**src/rtl/rotary_value_ctrl_if.sv**
```systemverilog
// -----------------------------------------------------------------------------
// rotary_value_ctrl_if
// Bundles the signals between a quadrature decoder / host and the rotary value
// controller.
//   master : decoder/host side; drives detent, error and load requests and
//            observes the value and status.
//   slave  : controller side (rotary_value_ctrl).
// Signals:
//   I_CNT, I_CW      detent pulse and its direction (1 = increment)
//   I_ERR            decode-error pulse
//   I_WRAP           1 = wrap at bounds, 0 = saturate
//   I_LOAD, IV_LOAD  load strobe and load value
//   I_ERR_CLR        clears the error counter
//   OV_VALUE         current value
//   O_CHANGED        one-cycle pulse when OV_VALUE changes
//   O_AT_MIN/MAX     value sits on a bound
//   O_FAST, O_LOCKED controller mode
//   OV_ERR_CNT       saturating error count
// -----------------------------------------------------------------------------
interface rotary_value_ctrl_if #(
   parameter int WIDTH = 8
);
   logic             I_CNT;
   logic             I_CW;
   logic             I_ERR;
   logic             I_WRAP;
   logic             I_LOAD;
   logic [WIDTH-1:0] IV_LOAD;
   logic             I_ERR_CLR;
   logic [WIDTH-1:0] OV_VALUE;
   logic             O_CHANGED;
   logic             O_AT_MIN;
   logic             O_AT_MAX;
   logic             O_FAST;
   logic             O_LOCKED;
   logic [3:0]       OV_ERR_CNT;

   modport master (
      output I_CNT, I_CW, I_ERR, I_WRAP, I_LOAD, IV_LOAD, I_ERR_CLR,
      input  OV_VALUE, O_CHANGED, O_AT_MIN, O_AT_MAX, O_FAST, O_LOCKED, OV_ERR_CNT
   );

   modport slave (
      input  I_CNT, I_CW, I_ERR, I_WRAP, I_LOAD, IV_LOAD, I_ERR_CLR,
      output OV_VALUE, O_CHANGED, O_AT_MIN, O_AT_MAX, O_FAST, O_LOCKED, OV_ERR_CNT
   );
endinterface

```
**src/rtl/rotary_value_ctrl.sv**
```systemverilog
// -----------------------------------------------------------------------------
// rotary_value_ctrl
// Owns the user-visible value driven by a rotary encoder. Applies bounded or
// wrapping arithmetic per detent, speed-dependent step size (acceleration),
// post-error lockout and keeps a saturating error count. All outputs are
// registered.
// Ports:
//   CLK    system clock
//   RST_N  synchronous reset, active low
//   bus    rotary_value_ctrl_if.slave (detent/error/load inputs, value and
//          status outputs)
// Configuration:
//   ROTARY_VALUE_CTRL_ACCEL_EN  when defined, builds the gap timer, streak
//   counter and FAST state. When undefined every detent uses SLOW_STEP, the
//   FSM has SLOW and LOCK only and O_FAST is tied low.
// -----------------------------------------------------------------------------
module rotary_value_ctrl #(
   parameter int WIDTH       = 8,
   parameter int MIN         = 0,
   parameter int MAX         = 255,
   parameter int INIT        = 0,
   parameter int SLOW_STEP   = 1,
   parameter int FAST_STEP   = 4,
   parameter int FAST_WINDOW = 250000,
   parameter int FAST_COUNT  = 3,
   parameter int LOCK_CYCLES = 125000
) (
   input  logic               CLK,
   input  logic               RST_N,
   rotary_value_ctrl_if.slave bus
);

   // Two extra bits give headroom for value +/- step without overflow and a sign.
   localparam int SW     = WIDTH + 2;
   localparam int RANGE  = MAX - MIN + 1;
   localparam int INIT_C = (INIT < MIN) ? MIN : ((INIT > MAX) ? MAX : INIT);
   localparam int LW     = (LOCK_CYCLES < 2) ? 1 : $clog2(LOCK_CYCLES + 1);

   localparam logic [WIDTH-1:0]     MIN_V      = WIDTH'(MIN);
   localparam logic [WIDTH-1:0]     MAX_V      = WIDTH'(MAX);
   localparam logic [WIDTH-1:0]     INIT_V     = WIDTH'(INIT_C);
   localparam logic signed [SW-1:0] MIN_S      = SW'(MIN);
   localparam logic signed [SW-1:0] MAX_S      = SW'(MAX);
   localparam logic signed [SW-1:0] RANGE_S    = SW'(RANGE);
   localparam logic signed [SW-1:0] SLOW_S     = SW'(SLOW_STEP);
   localparam logic signed [SW-1:0] FAST_S     = SW'(FAST_STEP);
   // Steps pre-reduced modulo the range so one correction always lands in range.
   localparam logic signed [SW-1:0] SLOW_MOD_S = SW'(SLOW_STEP % RANGE);
   localparam logic signed [SW-1:0] FAST_MOD_S = SW'(FAST_STEP % RANGE);
   localparam logic [LW-1:0]        LOCK_V     = LW'(LOCK_CYCLES);

   localparam logic [1:0] ST_SLOW = 2'd0;
   localparam logic [1:0] ST_LOCK = 2'd2;
`ifdef ROTARY_VALUE_CTRL_ACCEL_EN
   localparam logic [1:0] ST_FAST = 2'd1;

   localparam int GW  = (FAST_WINDOW < 2) ? 1 : $clog2(FAST_WINDOW + 1);
   localparam int STW = (FAST_COUNT < 2) ? 1 : $clog2(FAST_COUNT + 1);
   localparam logic [GW-1:0]  FW_V = GW'(FAST_WINDOW);
   localparam logic [STW-1:0] FC_V = STW'(FAST_COUNT);
`endif

   function automatic logic [WIDTH-1:0] f_sat(input logic signed [SW-1:0] s);
      logic signed [SW-1:0] r;
      r = s;
      if (s > MAX_S)
         r = MAX_S;
      else if (s < MIN_S)
         r = MIN_S;
      return WIDTH'(r);
   endfunction

   function automatic logic [WIDTH-1:0] f_wrap(input logic signed [SW-1:0] s);
      logic signed [SW-1:0] r;
      r = s;
      if (s > MAX_S)
         r = s - RANGE_S;
      else if (s < MIN_S)
         r = s + RANGE_S;
      return WIDTH'(r);
   endfunction

   function automatic logic [WIDTH-1:0] f_step(input logic [WIDTH-1:0] v,
                                               input logic             cw,
                                               input logic             wrap,
                                               input logic             fast);
      logic signed [SW-1:0] v_s;
      logic signed [SW-1:0] st_s;
      logic signed [SW-1:0] sum_s;
      v_s = signed'({2'b00, v});
      if (wrap)
         st_s = fast ? FAST_MOD_S : SLOW_MOD_S;
      else
         st_s = fast ? FAST_S : SLOW_S;
      sum_s = cw ? (v_s + st_s) : (v_s - st_s);
      return wrap ? f_wrap(sum_s) : f_sat(sum_s);
   endfunction

   logic [WIDTH-1:0] r_value;
   logic             r_changed;
   logic             r_at_min;
   logic             r_at_max;
   logic [1:0]       r_state;
   logic [LW-1:0]    r_lock_tmr;
   logic [3:0]       r_err_cnt;

   logic [WIDTH-1:0] w_value_nxt;
   logic [1:0]       w_state_nxt;
   logic [LW-1:0]    w_lock_nxt;
   logic [3:0]       w_err_nxt;
   logic             w_use_fast;

`ifdef ROTARY_VALUE_CTRL_ACCEL_EN
   logic [GW-1:0]    r_gap;
   logic [STW-1:0]   r_streak;
   logic             r_dir;
   logic [GW-1:0]    w_gap_nxt;
   logic [STW-1:0]   w_streak_nxt;
   logic             w_dir_nxt;
   logic             w_quick;
`endif

   always_comb begin
      w_value_nxt = r_value;
      w_state_nxt = r_state;
      w_lock_nxt  = r_lock_tmr;
      w_use_fast  = 1'b0;
`ifdef ROTARY_VALUE_CTRL_ACCEL_EN
      w_gap_nxt    = (r_gap < FW_V) ? (r_gap + 1'b1) : r_gap;
      w_streak_nxt = r_streak;
      w_dir_nxt    = r_dir;
      w_quick      = 1'b0;
      // Idle for a full window drops back to slow steps.
      if ((r_state == ST_FAST) && (w_gap_nxt >= FW_V))
         w_state_nxt = ST_SLOW;
`endif

      // Lockout runs on time alone; the edge that sees 1 is the last locked one.
      if (r_state == ST_LOCK) begin
         if ((r_lock_tmr == '0) || (r_lock_tmr == LW'(1))) begin
            w_lock_nxt  = '0;
            w_state_nxt = ST_SLOW;
         end else begin
            w_lock_nxt = r_lock_tmr - 1'b1;
         end
      end

      if (bus.I_LOAD) begin
         w_value_nxt = f_sat(signed'({2'b00, bus.IV_LOAD}));
`ifdef ROTARY_VALUE_CTRL_ACCEL_EN
         w_streak_nxt = '0;
         w_gap_nxt    = '0;
         // The gap timer restarts, so a pending FAST timeout is cancelled.
         if (r_state == ST_FAST)
            w_state_nxt = ST_FAST;
`endif
      end else if (bus.I_ERR) begin
         w_state_nxt = ST_LOCK;
         w_lock_nxt  = LOCK_V;
`ifdef ROTARY_VALUE_CTRL_ACCEL_EN
         w_streak_nxt = '0;
`endif
      end else if (bus.I_CNT && (r_state != ST_LOCK)) begin
`ifdef ROTARY_VALUE_CTRL_ACCEL_EN
         w_quick   = (r_gap < FW_V) && (bus.I_CW == r_dir);
         w_gap_nxt = '0;
         w_dir_nxt = bus.I_CW;
         if (!w_quick)
            w_streak_nxt = STW'(1);
         else if (r_streak < FC_V)
            w_streak_nxt = r_streak + 1'b1;
         // The detent that enters FAST, and a reversing one, still use SLOW_STEP.
         if (r_state == ST_FAST) begin
            if (w_quick) begin
               w_use_fast  = 1'b1;
               w_state_nxt = ST_FAST;
            end else begin
               w_state_nxt = ST_SLOW;
            end
         end else if (w_streak_nxt == FC_V) begin
            w_state_nxt = ST_FAST;
         end
`endif
         w_value_nxt = f_step(r_value, bus.I_CW, bus.I_WRAP, w_use_fast);
      end

      // The error count is diagnostic and counts every error pulse.
      if (bus.I_ERR_CLR)
         w_err_nxt = {3'b000, bus.I_ERR};
      else if (bus.I_ERR && (r_err_cnt != 4'hF))
         w_err_nxt = r_err_cnt + 4'd1;
      else
         w_err_nxt = r_err_cnt;
   end

   always_ff @(posedge CLK) begin
      if (!RST_N) begin
         r_value    <= INIT_V;
         r_changed  <= 1'b0;
         r_at_min   <= (INIT_V == MIN_V);
         r_at_max   <= (INIT_V == MAX_V);
         r_state    <= ST_SLOW;
         r_lock_tmr <= '0;
         r_err_cnt  <= 4'd0;
      end else begin
         r_value    <= w_value_nxt;
         r_changed  <= (w_value_nxt != r_value);
         r_at_min   <= (w_value_nxt == MIN_V);
         r_at_max   <= (w_value_nxt == MAX_V);
         r_state    <= w_state_nxt;
         r_lock_tmr <= w_lock_nxt;
         r_err_cnt  <= w_err_nxt;
      end
   end

`ifdef ROTARY_VALUE_CTRL_ACCEL_EN
   always_ff @(posedge CLK) begin
      if (!RST_N) begin
         r_gap    <= '0;
         r_streak <= '0;
         r_dir    <= 1'b0;
      end else begin
         r_gap    <= w_gap_nxt;
         r_streak <= w_streak_nxt;
         r_dir    <= w_dir_nxt;
      end
   end

   assign bus.O_FAST = (r_state == ST_FAST);
`else
   assign bus.O_FAST = 1'b0;
`endif

   assign bus.OV_VALUE   = r_value;
   assign bus.O_CHANGED  = r_changed;
   assign bus.O_AT_MIN   = r_at_min;
   assign bus.O_AT_MAX   = r_at_max;
   assign bus.O_LOCKED   = (r_state == ST_LOCK);
   assign bus.OV_ERR_CNT = r_err_cnt;

endmodule

```
**src/flat_wrapper.sv**
```systemverilog
// flat-port wrapper written by rule: the top's interface ports become plain ports
module rotary_value_ctrl_flat 
#(
   parameter int WIDTH       = 8,
   parameter int MIN         = 0,
   parameter int MAX         = 255,
   parameter int INIT        = 0,
   parameter int SLOW_STEP   = 1,
   parameter int FAST_STEP   = 4,
   parameter int FAST_WINDOW = 250000,
   parameter int FAST_COUNT  = 3,
   parameter int LOCK_CYCLES = 125000
)
  (CLK, RST_N, bus_I_CNT, bus_I_CW, bus_I_ERR, bus_I_WRAP, bus_I_LOAD, bus_IV_LOAD, bus_I_ERR_CLR, bus_OV_VALUE, bus_O_CHANGED, bus_O_AT_MIN, bus_O_AT_MAX, bus_O_FAST, bus_O_LOCKED, bus_OV_ERR_CNT);
  rotary_value_ctrl_if #(.WIDTH(WIDTH)) bus_i ();
  input  logic CLK;
  input  logic RST_N;
  input wire logic [$bits(bus_i.I_CNT)-1:0] bus_I_CNT;
  input wire logic [$bits(bus_i.I_CW)-1:0] bus_I_CW;
  input wire logic [$bits(bus_i.I_ERR)-1:0] bus_I_ERR;
  input wire logic [$bits(bus_i.I_WRAP)-1:0] bus_I_WRAP;
  input wire logic [$bits(bus_i.I_LOAD)-1:0] bus_I_LOAD;
  input wire logic [$bits(bus_i.IV_LOAD)-1:0] bus_IV_LOAD;
  input wire logic [$bits(bus_i.I_ERR_CLR)-1:0] bus_I_ERR_CLR;
  output wire logic [$bits(bus_i.OV_VALUE)-1:0] bus_OV_VALUE;
  output wire logic [$bits(bus_i.O_CHANGED)-1:0] bus_O_CHANGED;
  output wire logic [$bits(bus_i.O_AT_MIN)-1:0] bus_O_AT_MIN;
  output wire logic [$bits(bus_i.O_AT_MAX)-1:0] bus_O_AT_MAX;
  output wire logic [$bits(bus_i.O_FAST)-1:0] bus_O_FAST;
  output wire logic [$bits(bus_i.O_LOCKED)-1:0] bus_O_LOCKED;
  output wire logic [$bits(bus_i.OV_ERR_CNT)-1:0] bus_OV_ERR_CNT;
  assign bus_i.I_CNT = bus_I_CNT;
  assign bus_i.I_CW = bus_I_CW;
  assign bus_i.I_ERR = bus_I_ERR;
  assign bus_i.I_WRAP = bus_I_WRAP;
  assign bus_i.I_LOAD = bus_I_LOAD;
  assign bus_i.IV_LOAD = bus_IV_LOAD;
  assign bus_i.I_ERR_CLR = bus_I_ERR_CLR;
  assign bus_OV_VALUE = bus_i.OV_VALUE;
  assign bus_O_CHANGED = bus_i.O_CHANGED;
  assign bus_O_AT_MIN = bus_i.O_AT_MIN;
  assign bus_O_AT_MAX = bus_i.O_AT_MAX;
  assign bus_O_FAST = bus_i.O_FAST;
  assign bus_O_LOCKED = bus_i.O_LOCKED;
  assign bus_OV_ERR_CNT = bus_i.OV_ERR_CNT;
  rotary_value_ctrl #(.WIDTH(WIDTH), .MIN(MIN), .MAX(MAX), .INIT(INIT), .SLOW_STEP(SLOW_STEP), .FAST_STEP(FAST_STEP), .FAST_WINDOW(FAST_WINDOW), .FAST_COUNT(FAST_COUNT), .LOCK_CYCLES(LOCK_CYCLES)) u_core (.CLK(CLK), .RST_N(RST_N), .bus(bus_i));
endmodule
```
**config.mk**
```make
export PLATFORM = sky130hd
export DESIGN_NAME = rotary_value_ctrl_flat
export DESIGN_NICKNAME = d
export VERILOG_FILES = /design/src/rtl/rotary_value_ctrl_if.sv /design/src/rtl/rotary_value_ctrl.sv /design/src/flat_wrapper.sv
export SDC_FILE = /design/constraint.sdc
export NUM_CORES = 1
export LEC_CHECK = 0
export ABC_AREA = 1
export CAP_MARGIN = 20
export CORE_ASPECT_RATIO = 1.5
export CORE_UTILIZATION = 50
export CTS_CLUSTER_SIZE = 30
export DETAILED_ROUTE_END_ITERATION = 12
export GPL_TIMING_DRIVEN = 0
export PLACE_DENSITY = 0.83
export SYNTH_ARGS = -nofsm -noshare
export SYNTH_HDL_FRONTEND = slang
export SYNTH_SLANG_ARGS = --single-unit
```
**constraint.sdc**
```tcl
create_clock -name CLK -period 3.3 [get_ports CLK]
set_input_delay 0.99 -clock CLK [delete_from_list [all_inputs] [get_ports CLK]]
set_output_delay 0.99 -clock CLK [all_outputs]
set_load 0.1 [all_outputs]
```
==> results.md <==
* Post-CTS Hold Buffers at 0
* Worst Hold Class: register to register
* Top post-synthesis cells by area: dfxtp_1 (30%), nand2_1 (16%), nor2_1 (7.2%)
* Largest net degree at the start of global routing at 12
* Count leader, synth: nand2_1
* Leakage at around 1.3 nW
* Placed instance count at 430
* CP top delay family: buffers and inverters
* R2r worst-path depth at 16
* Routed Antenna Nets at 0
* GRT Util Overall at about a quarter
* Fin cells at about 440
* Cell accounting for the most synthesized area: dfxtp_1
* Die Height at approximately 85 um
* Setup bufs post-CTS at 0
* Reg clk slew, reported paths at 70 ps
* TNS Setup at 0 ps
* CP Data Required Time at around 2300 ps
* Synthesized area per cell at between 6 and 7 um^2
* Post-synth top area share at between 20% and 30%
* Post-Route Skew at between 8 and 9 ps
* Crit path launch: u_core.bus.OV_VALUE[1]
* Layout fillers at approximately 390
* Post-synthesis async set-or-reset flop share at 0%
* Grt ovf at 0
* Fin nets at roughly 410
* Final hold violation count at 0
* Stages on the worst setup path at 1
* Syn Nets at between 300 and 400
* I/O Buffers at 29
* Max Root-Sink Buffers at 2
* DR vias at 2,341
* Synth cell types at 39
* Slowest cell on the critical path: clkdlybuf4s50_1
* Worst Max-Slew Pin Slew at 997 ps
* Synth Warn # at 0
* First-pass GRT wire length at approximately 9300 um
* WS Path Type: register to primary output
* Synth Instances at about 360
* CTS tree: done
* Fin crit period at between 3000 and 4000 ps
* Commonest cells in the netlist: nand2_1 (96), nor2_1 (44), inv_1 (36)
* R2R Path Start: u_core.bus.OV_VALUE[1]
* Vias in the first global route at 2,212
* Fmax at around 330 MHz
* CP endpoint kind: primary output
* Post-synth EDFFs at 0
* Post-cts gate resize count at 0
* Flop-to-flop setup slack at approximately 1200 ps
* Die X at approximately 57 um
* Post-synthesis sequential area ratio at around 30%
* # DRC at 0
* Worst vdd ir at around 0.00032 V
* Diode count at 0
* IO Pins at 33
* Inserted Clock Buffers at 5
* Period utilization at 92.3%
* First drt pass iteration count at 5
* Pwr per Cell Area at ~440 nW/um^2
* Worst setup path end: bus_OV_VALUE[1]
* Crit path buffers/inverters at 1
* DP Wirelength at around 4300 um
* Area grow syn2layout at 19.2%
* Clock sink count at 34
* Clock latency on the worst-skew pair at 290 ps
* Vias per inst at ~5.3
* Synth Cell Area at between 2000 and 2500 um^2
* MaxCap Viol Count at 0
* DRT iter0 DRCs at 83
* Max-Slew Margin vs Limit at approximately a third
* Core region area at about 4300 um^2
* Routed len/inst at 12.3 um
* Overall routed net length at around 5400 um
* FP Rows at 29
* Crit path DAT at approximately 2000 ps
* CP max stage delay at between 1000 and 1500 ps
* Final setup viols at 0
* Initial Utilization at 53.4%
* H-tree depth at 2
* CP max FO at 9
* GP Congestion at between 0.8 and 0.9
* R2r endpoint: u_core.bus.O_CHANGED
* Initial antenna violation count at 0
* Unrepaired setup endpoints after global routing: no
* Layout cells sized above 1 at about 15%
* Total die area at roughly 4900 um^2
* Status: finished clean
* FF+latch count, synth at 34
* Root Buffer: clkbuf_8
* Worst-path cell chain: clkdlybuf4s50_1
* Setup crit start kind: register
* Main flop type after synthesis: dfxtp_1
* Slew Viols, Final at 0
-- through the flow --
| step | power, mW | hold WS, ps | instance area, um^2 | setup WS [ps] | utilization (%) |
|---|---|---|---|---|---|
| 2_1_floorplan | 0.806 | 464 | 2310 | 687 | - |
| 3_3_place_gp | 0.894 | 468 | 2660 | 467 | 61.5 |
| 3_5_place_dp | 0.903 | 474 | 2660 | 441 | 61.5 |
| 4_1_cts | 1.22 | 486 | 2750 | 266 | 63.7 |
| 5_1_grt | 1.29 | 503 | 2750 | 222 | 63.7 |
| 6_report | 1.22 | 487 | 2750 | 255 | 63.7 |
-- registers in the layout (all words and copies together) (netlist names) --
name and cells:
u_core.bus.OV_VALUE 8, u_core.r_state 2, u_core.bus.O_CHANGED 1, u_core.r_lock_tmr 17
u_core.bus.O_AT_MIN 1, u_core.bus.OV_ERR_CNT 4, u_core.bus.O_AT_MAX 1
-- power breakdown --
part	internal [mW]	switching [mW]	total, mW
Sequential	0.441	0.0345	0.475
Combinational	0.137	0.285	0.422
Clock	0.168	0.152	0.320
Total	0.745	0.472	1.22
-- layout by cell type, fill, tap and decap left out, types with 7 or more instances in the layout --
cell type and n:
dfxtp_1 34, nand4_1 7, nand2_2 11, inv_1 36, nand2_1 96, clkdlybuf4s50_1 29
or2_2 8, nand3_1 28, a21oi_1 21, xor2_1 10, nor2_1 44
-- cell type report --
cell class                      count  area [um^2]  share of cell area, %
Multi-Input combinational cell    271         1430                   51.8
Inverter                           44          168                   6.10
Tap cell                           46         57.6                   2.09
Clock inverter                      2         12.5                  0.455
Timing Repair Buffer               29          290                   10.6
Buffer                              6         33.8                   1.23
Sequential cell                    34          681                   24.7
Clock buffer                        6         82.6                   3.00
-- how the worst min path moves through the flow --
stage / from / end / slack [ps] / depth (start not counted)
6_report: u_core.bus.OV_ERR_CNT[3] / u_core.bus.OV_ERR_CNT[3] / 490 / 1
5_1_grt: u_core.bus.OV_ERR_CNT[3] / u_core.bus.OV_ERR_CNT[3] / 500 / 1
4_1_cts: u_core.bus.OV_ERR_CNT[3] / u_core.bus.OV_ERR_CNT[3] / 490 / 1
3_5_place_dp: u_core.bus.OV_ERR_CNT[3] / u_core.bus.OV_ERR_CNT[3] / 470 / 1
3_3_place_gp: u_core.bus.OV_ERR_CNT[3] / u_core.bus.OV_ERR_CNT[3] / 470 / 1
2_1_floorplan: u_core.r_lock_tmr[16] / u_core.r_lock_tmr[16] / 460 / 2
-- cell families (layout without fill, tap and decap cells) --
kind of cell	after synthesis	count (layout)	share of synthesized area, %
XOR/XNOR	13	13	4.93
adder cells (fa/ha/maj)	5	5	2.71
other	1	1	0.163
AND/OR/NAND/NOR	219	219	46.1
buffers and inverters	50	87	8.73
flip-flops	34	34	29.5
AO/OA/AOI/OAI	33	33	7.81
-- routing by layer --
layer / vias up / wire length, um / GRT usage, %
li1: 1205 / - / -
met1: 1048 / 2100 / 24.6
met2: 66 / 2840 / 45.1
met3: 22 / 195 / 4.12
met4: 0 / 270 / 14.6
met5: - / 0 / 0
Power figures use the tool's default switching activity.
==> patch 1: new RTL, same flow settings <==
`LOCK_CYCLES` is set to 125000 in 2 places; all go to 62500.
--- a/src/rtl/rotary_value_ctrl.sv
+++ b/src/rtl/rotary_value_ctrl.sv
@@ -23,7 +23,7 @@
    parameter int FAST_STEP   = 4,
    parameter int FAST_WINDOW = 250000,
    parameter int FAST_COUNT  = 3,
-   parameter int LOCK_CYCLES = 125000
+   parameter int LOCK_CYCLES = 62500
 ) (
    input  logic               CLK,
    input  logic               RST_N,
--- a/src/flat_wrapper.sv
+++ b/src/flat_wrapper.sv
@@ -9,7 +9,7 @@
    parameter int FAST_STEP   = 4,
    parameter int FAST_WINDOW = 250000,
    parameter int FAST_COUNT  = 3,
-   parameter int LOCK_CYCLES = 125000
+   parameter int LOCK_CYCLES = 62500
 )
   (CLK, RST_N, bus_I_CNT, bus_I_CW, bus_I_ERR, bus_I_WRAP, bus_I_LOAD, bus_IV_LOAD, bus_I_ERR_CLR, bus_OV_VALUE, bus_O_CHANGED, bus_O_AT_MIN, bus_O_AT_MAX, bus_O_FAST, bus_O_LOCKED, bus_OV_ERR_CNT);
   rotary_value_ctrl_if #(.WIDTH(WIDTH)) bus_i ();
Formal check against the unedited RTL: no difference found for any inputs over 10 cycles, from zero or initial values and one cycle with RST_N low; that may be too few to reach the edited logic, so the function may still have changed.
==> patch 1 against the unedited design <==
Combinational power up 17%. Synthesized area increased by 1.5%. Total power grew 4.0%. Sequential cell count decreased by 1. Sequential share of layout area decreased by 1.0 points. Non-clock buffer count up 1. Worst setup slack better by 10 ps. Final area rose by 1.2%. Sequential power about the same. Routed wire length rose by 5.8%. Hold slack improved by 19 ps. Critical path type unchanged. Largest power group is now combinational cells. Highest routed layer unchanged.
==> patch 1: results (changes against the unedited design) <==
- Hold_ws: 507 ps (+19.3 ps)
- All-Layer GR Usage: 25.0% (+0.62 points)
- Synth Area in Compound Gates: 8.55% (+0.74 points)
- R2R cell count: 17 (+1)
- R2R Setup Slk: 950 ps (-200 ps)
- Switching power: 0.522 mW (+10%)
- Layout Nets: 432 (+4.9%)
- Dpl ws: 461 ps (+19.8 ps)
- VDD IR max: 0.200 mV (-38%)
- CP peak stage delay: 1150 ps (-60 ps)
- Comb_multi_in: 282 (+4.1%)
- Iter 0 DRT Violations: 153 (+84%)
- Routed vias: 2,433 (+3.9%)
- Post-Layout Cell Count: 459 (+4.8%)
- Yosys cell types: 33 (-15%)
- Reg2reg start: u_core.bus.OV_VALUE[0]
- Non-clk buf share: 12.9% (+1.1 points)
- FF+latch area: 661 um^2 (-2.9%)
- Placed Instances: 451 (+4.9%)
- Status: finished clean
- Vias in the first global route: 2,359 (+6.6%)
- Layout cells sized above 1: 11.9% (-3.1 points)
- Hold_sp: u_core.r_lock_tmr[1]
- First drt pass iteration count: 4 (-1)
- Worst-path fanout max: 4 (-5)
- Post-synthesis adder-cell area fraction: 3.21% (+0.50 points)
- Top post-synthesis cells by area: dfxtp_1 (28%), nand2_1 (15%), nor2_1 (8.7%)
- Syn nets: 395 (+5.1%)
==> patch 1: cell count changes in the layout (fill, tap and decap cells not counted), moves of 2 or more <==
cell and delta:
inv_1 +13, nor2_1 +10, nand3_1 +9, nand2_1 -5, a21oi_1 +4, buf_2 -3, buf_6 +3, inv_2 -3
nand4_1 +3, nor3_1 -2, nor4_1 -2, xor2_1 -2
==> patch 1: metal layers <==
metal,vias to the layer above,track usage (%),wire length (um)
met4,0,15.4,172
met5,-,0,0
met2,74,47.0,3190
li1,1252,-,-
met1,1090,25.0,2170
met3,17,3.47,187
==> patch 1: worst max-delay path by stage <==
stage	start	to	slack (ps)
after floorplan	u_core.bus.OV_VALUE[0]	u_core.bus.O_CHANGED	620
after global placement	bus_I_ERR	u_core.bus.O_CHANGED	480
after detailed placement	bus_I_ERR	u_core.bus.O_CHANGED	460
after CTS	u_core.r_state[1]	bus_O_LOCKED	270
after global routing	u_core.r_state[1]	bus_O_LOCKED	220
final	u_core.r_state[1]	bus_O_LOCKED	260
==> patch 2: new RTL, same flow settings <==
Without the edit above. Build with the macro `ROTARY_VALUE_CTRL_ACCEL_EN` defined.
--- a/src/rtl/rotary_value_ctrl.sv
+++ b/src/rtl/rotary_value_ctrl.sv
@@ -14,6 +14,8 @@
 //   counter and FAST state. When undefined every detent uses SLOW_STEP, the
 //   FSM has SLOW and LOCK only and O_FAST is tied low.
 // -----------------------------------------------------------------------------
+`define ROTARY_VALUE_CTRL_ACCEL_EN
+
 module rotary_value_ctrl #(
    parameter int WIDTH       = 8,
    parameter int MIN         = 0,
Check against the original RTL: not equivalent (Yosys sat finds a counterexample within 4 cycles, from zero or initial values and one cycle with RST_N low).
==> patch 2 against the unedited design <==
Routed wire length is 87% higher. Total power is 32% higher. Critical path depth is 2 higher. Worst setup slack worse by 170 ps. Sequential cell count is 21 higher. Clock power is 25% higher. Final area is 65% higher. Hold slack worse by 1.2 ps. Global-route usage is 1.9 points higher. Sequential share of layout area is 0.10 points lower. Synthesized area is 61% higher. Largest cell class unchanged. Highest routed layer unchanged.
==> patch 2: results (changes against the unedited design) <==
- Status: finished clean
- Synth Area in Compound Gates: 8.45% (+0.64 points)
- Tightest Pin Transition: 983 ps (-13.8 ps)
- Worst-Skew Late Latency: 330 ps (+40 ps)
- Met2 Resource Use GR: 49.1% (+3.9 points)
- Yosys cell types: 44 (+13%)
- Placed Instances: 713 (+66%)
- Clk power: 0.401 mW (+25%)
- Min Tclk post-route: 3210 ps (+167 ps)
- Sequential group power: 0.736 mW (+55%)
- CP Launch Point: u_core.r_state[0]
- Number of flip-flops under the largest register name: 18 (+1)
- Comb group: 0.465 mW (+10%)
- IO Port Bufs: 30 (+3.4%)
- Grt met1 use: 25.8% (+1.2 points)
- WL met2: 5.36 mm (+89%)
- Post-Syn Instances: 583 (+64%)
- DP Area: 0.00414 mm^2 (+56%)
- R2R Setup Slk: 130 ps (-1020 ps)
- VDD IR max: 0.312 mV (-3.9%)
- Post-synthesis adder-cell area fraction: 3.70% (+0.99 points)
- Met3 WL: 493 um (+150%)
- All-Layer GR Usage: 26.3% (+1.9 points)
- Most flop-heavy register: u_core.r_gap
- Met1 wire length: 3.71 mm (+77%)
- Layout Nets: 664 (+61%)
- Critical path arrival: 2220 ps (+160 ps)
- Iter 0 DRT Violations: 261 (+210%)
- Global-route wire length before repair: 16.1 mm (+73%)
- Xor/xnor share of the synthesized area: 5.19% (+0.25 points)
- Worst-path fanout max: 6 (-3)
- Largest net degree at the start of global routing: 19 (+7)
- Syn nets: 610 (+62%)
- Leak: 2.02 nW (+58%)
- Post-synthesis sequential area ratio: 29.6% (+0.13 points)
- Post-Layout Cell Count: 738 (+68%)
- Vias in the first global route: 3,785 (+71%)
- Worst setup path end: bus_O_FAST
- Int Pwr: 1.00 mW (+35%)
- Hold_sp: u_core.r_gap[17]
- DPL Wire Length: 7.31 mm (+70%)
- Commonest cells in the synthesized netlist: nand2_1 (172), nor2_1 (81), inv_1 (63)
- Top post-synthesis cells by area: dfxtp_1 (30%), nand2_1 (17%), nor2_1 (8.2%)
- Met3 usage: 3.84% (-0.28 points)
patch 2: cell count changes in the layout (fill, tap and decap cells not counted), moves of 4 or more:
| cell | unedited run | this run |
|---|---|---|
| a21oi_1 | 21 | 31 |
| buf_4 | 2 | 16 |
| dfxtp_1 | 34 | 47 |
| dfxtp_2 | 0 | 5 |
| inv_1 | 36 | 60 |
| nand2_1 | 96 | 163 |
| nand2_2 | 11 | 16 |
| nand3_1 | 28 | 54 |
| nor2_1 | 44 | 77 |
| nor3_1 | 3 | 9 |
| xnor2_1 | 3 | 8 |
| xor2_1 | 10 | 14 |
patch 2: what timing repair did:
item,4_1_cts,5_1_grt
endpoints found under the hold margin,0,0
endpoints found under the setup margin,3,3
gates resized for setup,15,33
cloned,0,1
setup buffers,1,15
pin swaps,0,12
patch 2: worst min-delay path, stage by stage, from the launching register on:
cell and delay [ps]:
dfxtp_1 320, inv_1 60, a21oi_1 60
patch 2: cell families after synthesis:
logic type | Yosys count
XOR/XNOR | 22
flip-flops | 55
adder cells (fa/ha/maj) | 11
AND/OR/NAND/NOR | 364
AO/OA/AOI/OAI | 54
buffers and inverters | 77
patch 2: layout make-up:
cell class | count | area, um^2
tap | 100 | 125
clock inverter | 3 | 22.5
buffer | 8 | 57.6
sequential | 55 | 1120
multi-input combinational | 451 | 2430
inverter | 69 | 273
clock buffer | 5 | 68.8
fill | 673 | 2690
timing repair buffer | 47 | 445
patch 2: worst min-delay path by stage:
stage / slack (ps) / cells after the start / to
after floorplan: 430 / 2 / u_core.r_streak[0]
after global placement: 460 / 2 / u_core.r_streak[0]
after detailed placement: 470 / 2 / u_core.r_streak[0]
after CTS: 490 / 2 / u_core.r_gap[17]
after global routing: 510 / 2 / u_core.r_gap[17]
final: 490 / 2 / u_core.r_gap[17]
